<file path="src/rtl/fetch_decode_pkg.sv">
// Shared definitions for the fetch/decode controller: state encoding,
// opcode values, ALU function codes and the conditional-jump test.
package fetch_decode_pkg;

  typedef enum logic [2:0] {
    ST_FETCH   = 3'd0,
    ST_DECODE  = 3'd1,
    ST_EXECUTE = 3'd2,
    ST_FETCH2  = 3'd3,
    ST_HALT    = 3'd4
  } state_t;

  localparam logic [3:0] OP_NOP   = 4'h0;
  localparam logic [3:0] OP_LIT   = 4'h1;
  localparam logic [3:0] OP_ADDI  = 4'h2;
  localparam logic [3:0] OP_SUBI  = 4'h3;
  localparam logic [3:0] OP_NANDI = 4'h4;
  localparam logic [3:0] OP_CMPI  = 4'h5;
  localparam logic [3:0] OP_OUT   = 4'h6;
  localparam logic [3:0] OP_JMP   = 4'h7;
  localparam logic [3:0] OP_JC    = 4'h8;
  localparam logic [3:0] OP_JNC   = 4'h9;
  localparam logic [3:0] OP_JZ    = 4'hA;
  localparam logic [3:0] OP_JNZ   = 4'hB;
  localparam logic [3:0] OP_HALT  = 4'hF;

  // ALU function codes; the ALU on the data path decodes these same values.
  localparam logic [2:0] ALU_PASS_A = 3'b000;
  localparam logic [2:0] ALU_SUB    = 3'b001;
  localparam logic [2:0] ALU_PASS_B = 3'b010;
  localparam logic [2:0] ALU_ADD    = 3'b011;
  localparam logic [2:0] ALU_NAND   = 3'b100;

  // True when a jump opcode's condition is met by the latched flags.
  function automatic logic jump_taken(input logic [3:0] op, input logic c, input logic z);
    logic taken;
    taken = 1'b0;
    case (op)
      OP_JMP:  taken = 1'b1;
      OP_JC:   taken = c;
      OP_JNC:  taken = ~c;
      OP_JZ:   taken = z;
      OP_JNZ:  taken = ~z;
      default: taken = 1'b0;
    endcase
    return taken;
  endfunction

endpackage

</file>
<file path="src/rtl/fetch_decode_op_decode.sv">
// Combinational opcode decoder: maps the instruction's upper nibble to the
// ALU function, bus-driver enables and instruction-class flags.
module op_decode
  import fetch_decode_pkg::*;
(
  input  logic [3:0] i_opcode,
  output logic [2:0] o_f,
  output logic       o_enDb,
  output logic       o_enR,
  output logic       o_enFf,
  output logic       o_updFlags,
  output logic       o_isJump,
  output logic       o_isHalt
);

  // Decode table; anything not listed behaves as a NOP.
  always_comb begin
    o_f        = ALU_PASS_A;
    o_enDb     = 1'b0;
    o_enR      = 1'b0;
    o_enFf     = 1'b0;
    o_updFlags = 1'b0;
    o_isJump   = 1'b0;
    o_isHalt   = 1'b0;
    case (i_opcode)
      OP_LIT: begin
        o_f = ALU_PASS_B; o_enDb = 1'b1; o_enFf = 1'b1; o_updFlags = 1'b1;
      end
      OP_ADDI: begin
        o_f = ALU_ADD; o_enDb = 1'b1; o_enFf = 1'b1; o_updFlags = 1'b1;
      end
      OP_SUBI: begin
        o_f = ALU_SUB; o_enDb = 1'b1; o_enFf = 1'b1; o_updFlags = 1'b1;
      end
      OP_NANDI: begin
        o_f = ALU_NAND; o_enDb = 1'b1; o_enFf = 1'b1; o_updFlags = 1'b1;
      end
      OP_CMPI: begin
        o_f = ALU_SUB; o_enDb = 1'b1; o_updFlags = 1'b1;
      end
      OP_OUT: begin
        o_f = ALU_PASS_A; o_enR = 1'b1;
      end
      OP_JMP, OP_JC, OP_JNC, OP_JZ, OP_JNZ: begin
        o_isJump = 1'b1;
      end
      OP_HALT: begin
        o_isHalt = 1'b1;
      end
      default: begin
        o_f = ALU_PASS_A;
      end
    endcase
  end

endmodule

</file>
<file path="src/rtl/fetch_decode.sv">
// Instruction fetch/decode controller for an 8-bit accumulator machine.
// Holds PC, IR, the carry/zero flags and the instruction-sequencing FSM.
module fetch_decode
  import fetch_decode_pkg::*;
#(
  parameter logic [11:0] RST_PC = 12'h000
) (
  input  logic        clk,
  input  logic        reset,
  input  logic        hold,
  input  logic [7:0]  rom_data,
  input  logic        alu_c,
  input  logic        alu_ze,
  output logic [11:0] rom_addr,
  output logic [2:0]  F,
  output logic [4:0]  oprnd,
  output logic        enableDB,
  output logic        enableR,
  output logic        enableFF,
  output logic        c_flag,
  output logic        z_flag,
  output logic        halted
);

  state_t      r_state;
  state_t      w_nextState;
  logic [11:0] r_pc;
  logic [7:0]  r_ir;
  logic        r_c;
  logic        r_z;

  logic [2:0]  w_f;
  logic        w_enDb;
  logic        w_enR;
  logic        w_enFf;
  logic        w_updFlags;
  logic        w_isJump;
  logic        w_isHalt;
  logic        w_inExec;
  logic        w_taken;

  op_decode u_opDecode (
    .i_opcode   (r_ir[7:4]),
    .o_f        (w_f),
    .o_enDb     (w_enDb),
    .o_enR      (w_enR),
    .o_enFf     (w_enFf),
    .o_updFlags (w_updFlags),
    .o_isJump   (w_isJump),
    .o_isHalt   (w_isHalt)
  );

  assign w_inExec = (r_state == ST_EXECUTE);
  assign w_taken  = jump_taken(r_ir[7:4], r_c, r_z);

  // State register.
  always_ff @(posedge clk or negedge reset) begin
    if (!reset) r_state <= ST_FETCH;
    else        r_state <= w_nextState;
  end

  // Next-state logic: every instruction takes three cycles unless stalled in FETCH.
  always_comb begin
    w_nextState = r_state;
    case (r_state)
      ST_FETCH:   w_nextState = hold ? ST_FETCH : ST_DECODE;
      ST_DECODE: begin
        if (w_isJump)      w_nextState = ST_FETCH2;
        else if (w_isHalt) w_nextState = ST_HALT;
        else               w_nextState = ST_EXECUTE;
      end
      ST_EXECUTE: w_nextState = ST_FETCH;
      ST_FETCH2:  w_nextState = ST_FETCH;
      ST_HALT:    w_nextState = ST_HALT;
      default:    w_nextState = ST_FETCH;
    endcase
  end

  // PC and IR: load opcode in FETCH, consume the target byte in FETCH2.
  always_ff @(posedge clk or negedge reset) begin
    if (!reset) begin
      r_pc <= RST_PC;
      r_ir <= 8'h00;
    end else begin
      case (r_state)
        ST_FETCH: begin
          if (!hold) begin
            r_ir <= rom_data;
            r_pc <= r_pc + 12'd1;
          end
        end
        ST_FETCH2: begin
          if (w_taken) r_pc <= {r_ir[3:0], rom_data};
          else         r_pc <= r_pc + 12'd1;
        end
        default: begin
          r_pc <= r_pc;
        end
      endcase
    end
  end

  // Flags capture the ALU result only for the arithmetic/logic/compare group.
  always_ff @(posedge clk or negedge reset) begin
    if (!reset) begin
      r_c <= 1'b0;
      r_z <= 1'b0;
    end else if (w_inExec && w_updFlags) begin
      r_c <= alu_c;
      r_z <= alu_ze;
    end
  end

  assign rom_addr = r_pc;
  assign oprnd    = {1'b0, r_ir[3:0]};
  assign F        = w_inExec ? w_f : 3'b000;
  assign enableDB = w_inExec & w_enDb;
  assign enableR  = w_inExec & w_enR;
  assign enableFF = w_inExec & w_enFf;
  assign c_flag   = r_c;
  assign z_flag   = r_z;
  assign halted   = (r_state == ST_HALT);

endmodule

</file>
<file path="config.mk">
export PLATFORM = sky130hd
export DESIGN_NAME = fetch_decode
export DESIGN_NICKNAME = d
export VERILOG_FILES = /design/src/rtl/fetch_decode_pkg.sv /design/src/rtl/fetch_decode_op_decode.sv /design/src/rtl/fetch_decode.sv
export SDC_FILE = /design/constraint.sdc
export NUM_CORES = 1
export LEC_CHECK = 0
export CAP_MARGIN = 20
export CORE_UTILIZATION = 45
export CTS_BUF_LIST = sky130_fd_sc_hd__clkbuf_2 sky130_fd_sc_hd__clkbuf_4 sky130_fd_sc_hd__clkbuf_8
export DETAILED_ROUTE_END_ITERATION = 10
export GPL_TIMING_DRIVEN = 0
export PLACE_DENSITY = 0.74
export REMOVE_ABC_BUFFERS = 1
export SLEW_MARGIN = 20
export SYNTH_ARGS = -nofsm -noshare
export SYNTH_HDL_FRONTEND = slang
export SYNTH_HIERARCHICAL = 1
export SYNTH_SLANG_ARGS = --single-unit
</file>
<file path="constraint.sdc">
create_clock -name clk -period 1.7 [get_ports clk]
set_input_delay 0.34 -clock clk [delete_from_list [all_inputs] [get_ports clk]]
set_output_delay 0.34 -clock clk [all_outputs]
set_load 0.01 [all_outputs]
</file>
==> results of run 1 <==
layout make-up:
class                   count  area, µm²  area share
clock buffers               4       30.0      0.0129
repair buffers             73        673       0.290
inverters                   2       7.51     0.00323
well taps                  44       55.1      0.0237
flip-flops and latches     25        637       0.274
multi-input cells         115        920       0.396
flip-flops by register name, indices dropped and copies added, names as in the netlist:
name and flops:
rom_addr 12, r_ir 8, r_state 3, c_flag 1, z_flag 1
worst min-delay path by stage:
stage / startpoint / to / slack (ns) / cells after the start
5_1_grt: reset / r_ir[2] / 0.03 / 1
3_5_place_dp: r_ir[0] / rom_addr[8] / 0.49 / 2
4_1_cts: r_state[1] / r_state[1] / 0.51 / 1
6_report: reset / r_ir[1] / -0.007 / 1
3_3_place_gp: r_ir[0] / rom_addr[8] / 0.49 / 2
2_1_floorplan: reset / c_flag / 0.04 / 0
worst max-delay path, cell delays in order, from the launching register on:
cell and delay [ns]:
dfrtp_2 0.47, buf_6 0.13, mux2i_2 0.16, or4b_4 0.52
a31oi_4 0.18, buf_12 0.16, buf_8 0.11, a21o_1 0.10
o211ai_1 0.09
routing by layer:
layer,routed length (µm),vias up,GRT usage
li1,-,673,-
met1,1760,697,0.306
met2,2190,40,0.421
met3,182,4,0.0277
met4,17,0,0.0487
met5,0,-,0
placed cells by master, fill, tap and decap left out, types with 3 or more instances in the layout:
| master | n |
|---|---|
| a211oi_1 | 3 |
| a21o_1 | 3 |
| a21oi_1 | 7 |
| and2_1 | 6 |
| buf_2 | 6 |
| buf_4 | 24 |
| buf_6 | 9 |
| clkbuf_4 | 4 |
| clkdlybuf4s50_1 | 29 |
| dfrtp_1 | 16 |
| dfrtp_2 | 9 |
| mux2_2 | 9 |
| nand2_1 | 18 |
| nand2b_1 | 3 |
| nand3_1 | 6 |
| nor2_1 | 4 |
| o21ai_0 | 3 |
| o21ai_1 | 3 |
| xor2_1 | 3 |
logic make-up (layout without fill, tap and decap cells):
group | count (synthesis) | in the layout | synth area share
compound gates | 28 | 29 | 0.137
xor+xnor | 5 | 5 | 0.0284
fa+ha+maj | 1 | 1 | 0.00812
buf+inv | 15 | 79 | 0.0690
flops | 25 | 25 | 0.406
mux | 14 | 14 | 0.0990
other cells | 1 | 1 | 0.00243
simple gates | 65 | 65 | 0.250
metrics by stage:
| stage | worst slack [ns] | hold WS, ns |
|---|---|---|
| after global routing | -0.409 | 0.0277 |
| after CTS | -0.291 | 0.509 |
| after global placement | -0.774 | 0.491 |
| after detailed placement | -0.814 | 0.493 |
| after floorplan | -0.387 | 0.0444 |
| final | -0.349 | -0.00718 |
power breakdown:
group,internal [mW],switching (mW)
Sequential,0.875,0.290
Combinational,1.37,1.10
Clock,0.108,0.172
Total,2.36,1.56
cells in the mapped netlist, drive strengths merged (3+ instances only):
cell type | count | area (µm²)
dfrtp | 25 | 626
nand2 | 18 | 67.6
buf | 11 | 91.3
mux2 | 10 | 113
a21oi | 8 | 40.0
and2 | 7 | 43.8
nand3 | 7 | 35.0
nor3 | 6 | 40.0
o21ai | 6 | 30.0
nor2 | 5 | 21.3
a211oi | 4 | 30.0
mux2i | 4 | 40.0
nand2b | 4 | 32.5
a21o | 3 | 22.5
nor3b | 3 | 27.5
xor2 | 3 | 26.3
repair_timing:
item | 4_1_cts | 5_1_grt
setup buffers | 32 | 4
pin swaps | 7 | 4
gates cloned | 1 | 0
resized for setup | 51 | 19
setup endpoints to repair | 26 | 23
==> impl_metrics.ini, run 1 <==
[place]
placed_area_um2 = 1870
port-buffer-count = 37
place.gp.congestion = 0.714
placed_cells = 222
dp_hpwl_mm = 2.22

[die]
pin_count = 39
die_area_um2 = 3660
die-height_um = 60.5
fp-row-count = 20
fp.dieW_um = 60.5
initial_core_util = 0.489
core_area_um2 = 3150

[synth]
synthDistinctLibCells = 44
avgSynthCellArea_um2 = 10.0
ys_async_sr_fraction = 1.00
syn-instance-count = 154
seq_area_frac_synth = 0.406
synth_edf_count = 0
yosys_warnings = 6
syn_area_um2 = 1540
ys_ff_latch = 25
synth_ff_type = dfrtp_1

[finish]
fin_cells = 263
layout-drive-gt1-share = 0.402
layout.nets = 234
antenna_cells = 0
fill_cells = 253
stdcell_area_um2 = 2320
fin_util = 0.737
area_growth_pct = 50.6

[timing]
min_period_ns = 2.05
max_slew_margin = 0.577
setup_viol_count_final = 18
fmax_mhz = 488
hold_viol = 14
tightest_slew_ns = 0.635
skew_ns = 0.000778
grt_setup_unrepaired = true
setup_tns_ns = -4.21
slew_viol_final = 0
fin_ws_ns = -0.349
hold-worst-slack_ns = -0.00718
min_period_over_period = 1.21

[setup_path]
r2r_slack_ns = -0.35
cp.arrival_ns = 2.23
rr_worst_depth = 8
critPathLaunchType = register
r2r_end = rom_addr[4]
cp-startpoint = r_ir[5]
end_kind = register
crit_end = rom_addr[4]
cp.required_ns = 1.88
critPathMaxFanout = 7
crit_type = register to register
r2r_start = r_ir[5]

[detailed_routing]
totalWireLength_mm = 4.15
vias = 1414
vias_per_cell = 5.38
drt-pass1-iter-count = 4
ant_nets = 0
drt-initial-drc-count = 45
drcViolationCount = 0
routedWlPerCell_um = 15.8

[global_routing]
antenna_found_initial = 0
grt_pass1_wl_mm = 6.41
grt-ovfl-total = 0
grt_max_degree = 26
grt_pass1_vias = 1349
grt.total_usage = 0.235

[power_and_ir_drop]
power_mw = 3.92
ir_drop_mv = 0.910
power.density_nw_per_um2 = 1690
p_leak_nw = 0.961

[cts]
cts_hold_buf = 0
clk_latency_ns = 0.31
cts_buffers = 3
htree_num_levels = 1
cts-root-buf = clkbuf_4
clk_path_buf_depth = 2
clock-sinks = 25
clk_pin_slew_ns = 0.13
cts_tree = done

[worst_hold_path]
min_path_type = primary input to async pin

[run]
maxCapViolations = 0

[outcome]
violations = negative hold slack, negative setup slack
status = finished, violations left
(Power assumes the default switching activity.)
==> inputs of run 2 (changes only) <==
--- a/config.mk
+++ b/config.mk
@@ -10,10 +10,9 @@
 export CTS_BUF_LIST = sky130_fd_sc_hd__clkbuf_2 sky130_fd_sc_hd__clkbuf_4 sky130_fd_sc_hd__clkbuf_8
 export DETAILED_ROUTE_END_ITERATION = 10
 export GPL_TIMING_DRIVEN = 0
-export PLACE_DENSITY = 0.74
+export PLACE_DENSITY_LB_ADDON = 0.05
 export REMOVE_ABC_BUFFERS = 1
 export SLEW_MARGIN = 20
 export SYNTH_ARGS = -nofsm -noshare
 export SYNTH_HDL_FRONTEND = slang
-export SYNTH_HIERARCHICAL = 1
 export SYNTH_SLANG_ARGS = --single-unit
==> impl_metrics.ini, run 2 <==
[outcome]
status = finished, violations left
violations = negative hold slack, negative setup slack

[place]
placed_cells = 217
placed_area_um2 = 1820
dp_hpwl_mm = 2.22
place.gp.congestion = 0.776
port-buffer-count = 37

[timing]
min_period_over_period = 1.25
setup_viol_count_final = 26
hold-worst-slack_ns = -0.0426
skew_ns = 0.0261
min_period_ns = 2.13
grt_setup_unrepaired = true
max_slew_margin = 0.616
hold_viol = 24
tightest_slew_ns = 0.576
slew_viol_final = 0
fin_ws_ns = -0.429
fmax_mhz = 470

[finish]
antenna_cells = 0
fill_cells = 176
stdcell_area_um2 = 2530
fin_util = 0.810
fin_cells = 268
ff_latch_area_um2 = 642
layout-drive-gt1-share = 0.549
layout.nets = 239
layout_commonest_cell = buf_4
most-common-layout-cells = 31 x buf_4, 24 x clkdlybuf4s50_1, 13 x nand2_1, 13 x dfrtp_2, 13 x buf_6
largest_reg_flops = 12
area_growth_pct = 66.9
multi_input_area_um2 = 1050

[cts]
clk_latency_ns = 0.35
clk_pin_slew_ns = 0.16
cts_buffers = 3
htree_num_levels = 1
clk_path_buf_depth = 2
cts-root-buf = clkbuf_4
clock-sinks = 25
cts_tree = done

[synth]
synth_area_leaders = dfrtp_1 41%, mux2_2 6.7%, nand2_1 3.7%
synthMostInstantiatedCell = dfrtp_1
synth_top_cell_area_share = 0.412
yosys_warnings = 0
seq_area_frac_synth = 0.412
avgSynthCellArea_um2 = 10.1
ys_async_sr_fraction = 1.00
synthDistinctLibCells = 51
syn_area_um2 = 1520
syn-instance-count = 150
synth_common_cells = 25 x dfrtp_1, 15 x nand2_1, 9 x mux2_2
synth_edf_count = 0
ys_ff_latch = 25
synth_ff_type = dfrtp_1
yosysTopAreaCell = dfrtp_1

[global_routing]
grt-ovfl-total = 0
grt_max_degree = 26
grt_pass1_vias = 1403
antenna_found_initial = 0
grt_pass1_wl_mm = 6.76
grt.total_usage = 0.258

[setup_path]
cp.arrival_ns = 1.79
end_kind = output port
cp.required_ns = 1.36
crit_type = register to output port
critPathMaxFanout = 6
critPathLaunchType = register

[die]
fp-row-count = 20
fp.dieW_um = 60.1
initial_core_util = 0.486
core_area_um2 = 3130
die-height_um = 60.1
die_area_um2 = 3610
pin_count = 39

[detailed_routing]
vias_per_cell = 5.64
ant_nets = 0
drt-pass1-iter-count = 4
vias = 1512
routedWlPerCell_um = 18.3
totalWireLength_mm = 4.91
drt-initial-drc-count = 97
drcViolationCount = 0

[worst_hold_path]
min_path_type = primary input to async pin

[power_and_ir_drop]
p_leak_nw = 1.10
power.density_nw_per_um2 = 1730
ir_drop_mv = 0.938

[run]
maxCapViolations = 0
[run 2: worst max-delay path, stage by stage, from the launching register on]
cell	delay, ns
dfrtp_1	0.44
or4b_4	0.59
nand3b_1	0.22
inv_2	0.09
buf_6	0.10
[run 2: cells by family after synthesis]
family	after synthesis	share of synthesized area
and+or+nand+nor	62	0.233
AOI/OAI and AO/OA	28	0.144
buffers and inverters	16	0.0840
adders and majority gates	1	0.00824
xor gates and xnor gates	4	0.0231
other	1	0.00247
DFF	25	0.412
muxes	13	0.0931
[run 2: per-layer routing]
layer / track usage / wire (µm) / up-vias
met1: 0.333 / 2100 / 753
met2: 0.436 / 2500 / 53
met4: 0.0731 / 131 / 0
li1: - / - / 689
met5: 0 / 0 / -
met3: 0.0498 / 178 / 17
[run 2: area by class of cell]
class	instances	area share
repair buffers	82	0.299
multi-input cells	111	0.413
inverters	2	0.00296
flip-flops and latches	25	0.253
well taps	44	0.0217
clock buffers	3	0.00888
clock inverters	1	0.00197
[run 2: power breakdown]
group / leakage [nW] / internal [mW] / switching (mW)
Clock: 0.0177 / 0.0886 / 0.200
Sequential: 0.277 / 0.893 / 0.354
Combinational: 0.810 / 1.63 / 1.23
[run 2: path summary, 6_finish.rpt]
path / startpoint / endpoint / slack [ns] / depth (start not counted)
max: r_ir[7] / enableDB / -0.43 / 4
min: reset / r_state[2] / -0.04 / 1
max reg2reg: r_ir[7] / rom_addr[1] / -0.26 / 8
min reg2reg: z_flag / z_flag / 0.55 / 2
max in group asynchronous: reset / rom_addr[0] / 1.30 / 1
min in group clk: alu_c / c_flag / 0.52 / 3
[run 2: per-stage QoR]
stage / power, mW / setup TNS, ns / hold slack, ns / setup slack (ns)
3_3_place_gp: 2.77 / -10.70 / 0.515 / -0.607
5_1_grt: 4.59 / -6.44 / 0.00878 / -0.483
6_report: 4.39 / -5.56 / -0.0426 / -0.429
2_1_floorplan: 2.10 / -1.37 / 0.0444 / -0.256
4_1_cts: 3.99 / -4.85 / 0.00279 / -0.385
3_5_place_dp: 2.80 / -10.21 / 0.374 / -0.633
[run 2: timing repair]
action | 4_1_cts | 5_1_grt
gates cloned | 2 | 0
resized for setup | 91 | 25
endpoints found under the hold margin | 0 | 0
buffers inserted | 30 | 16
pin swaps | 19 | 17
setup endpoints to repair | 28 | 35
hold buffers | 0 | 0
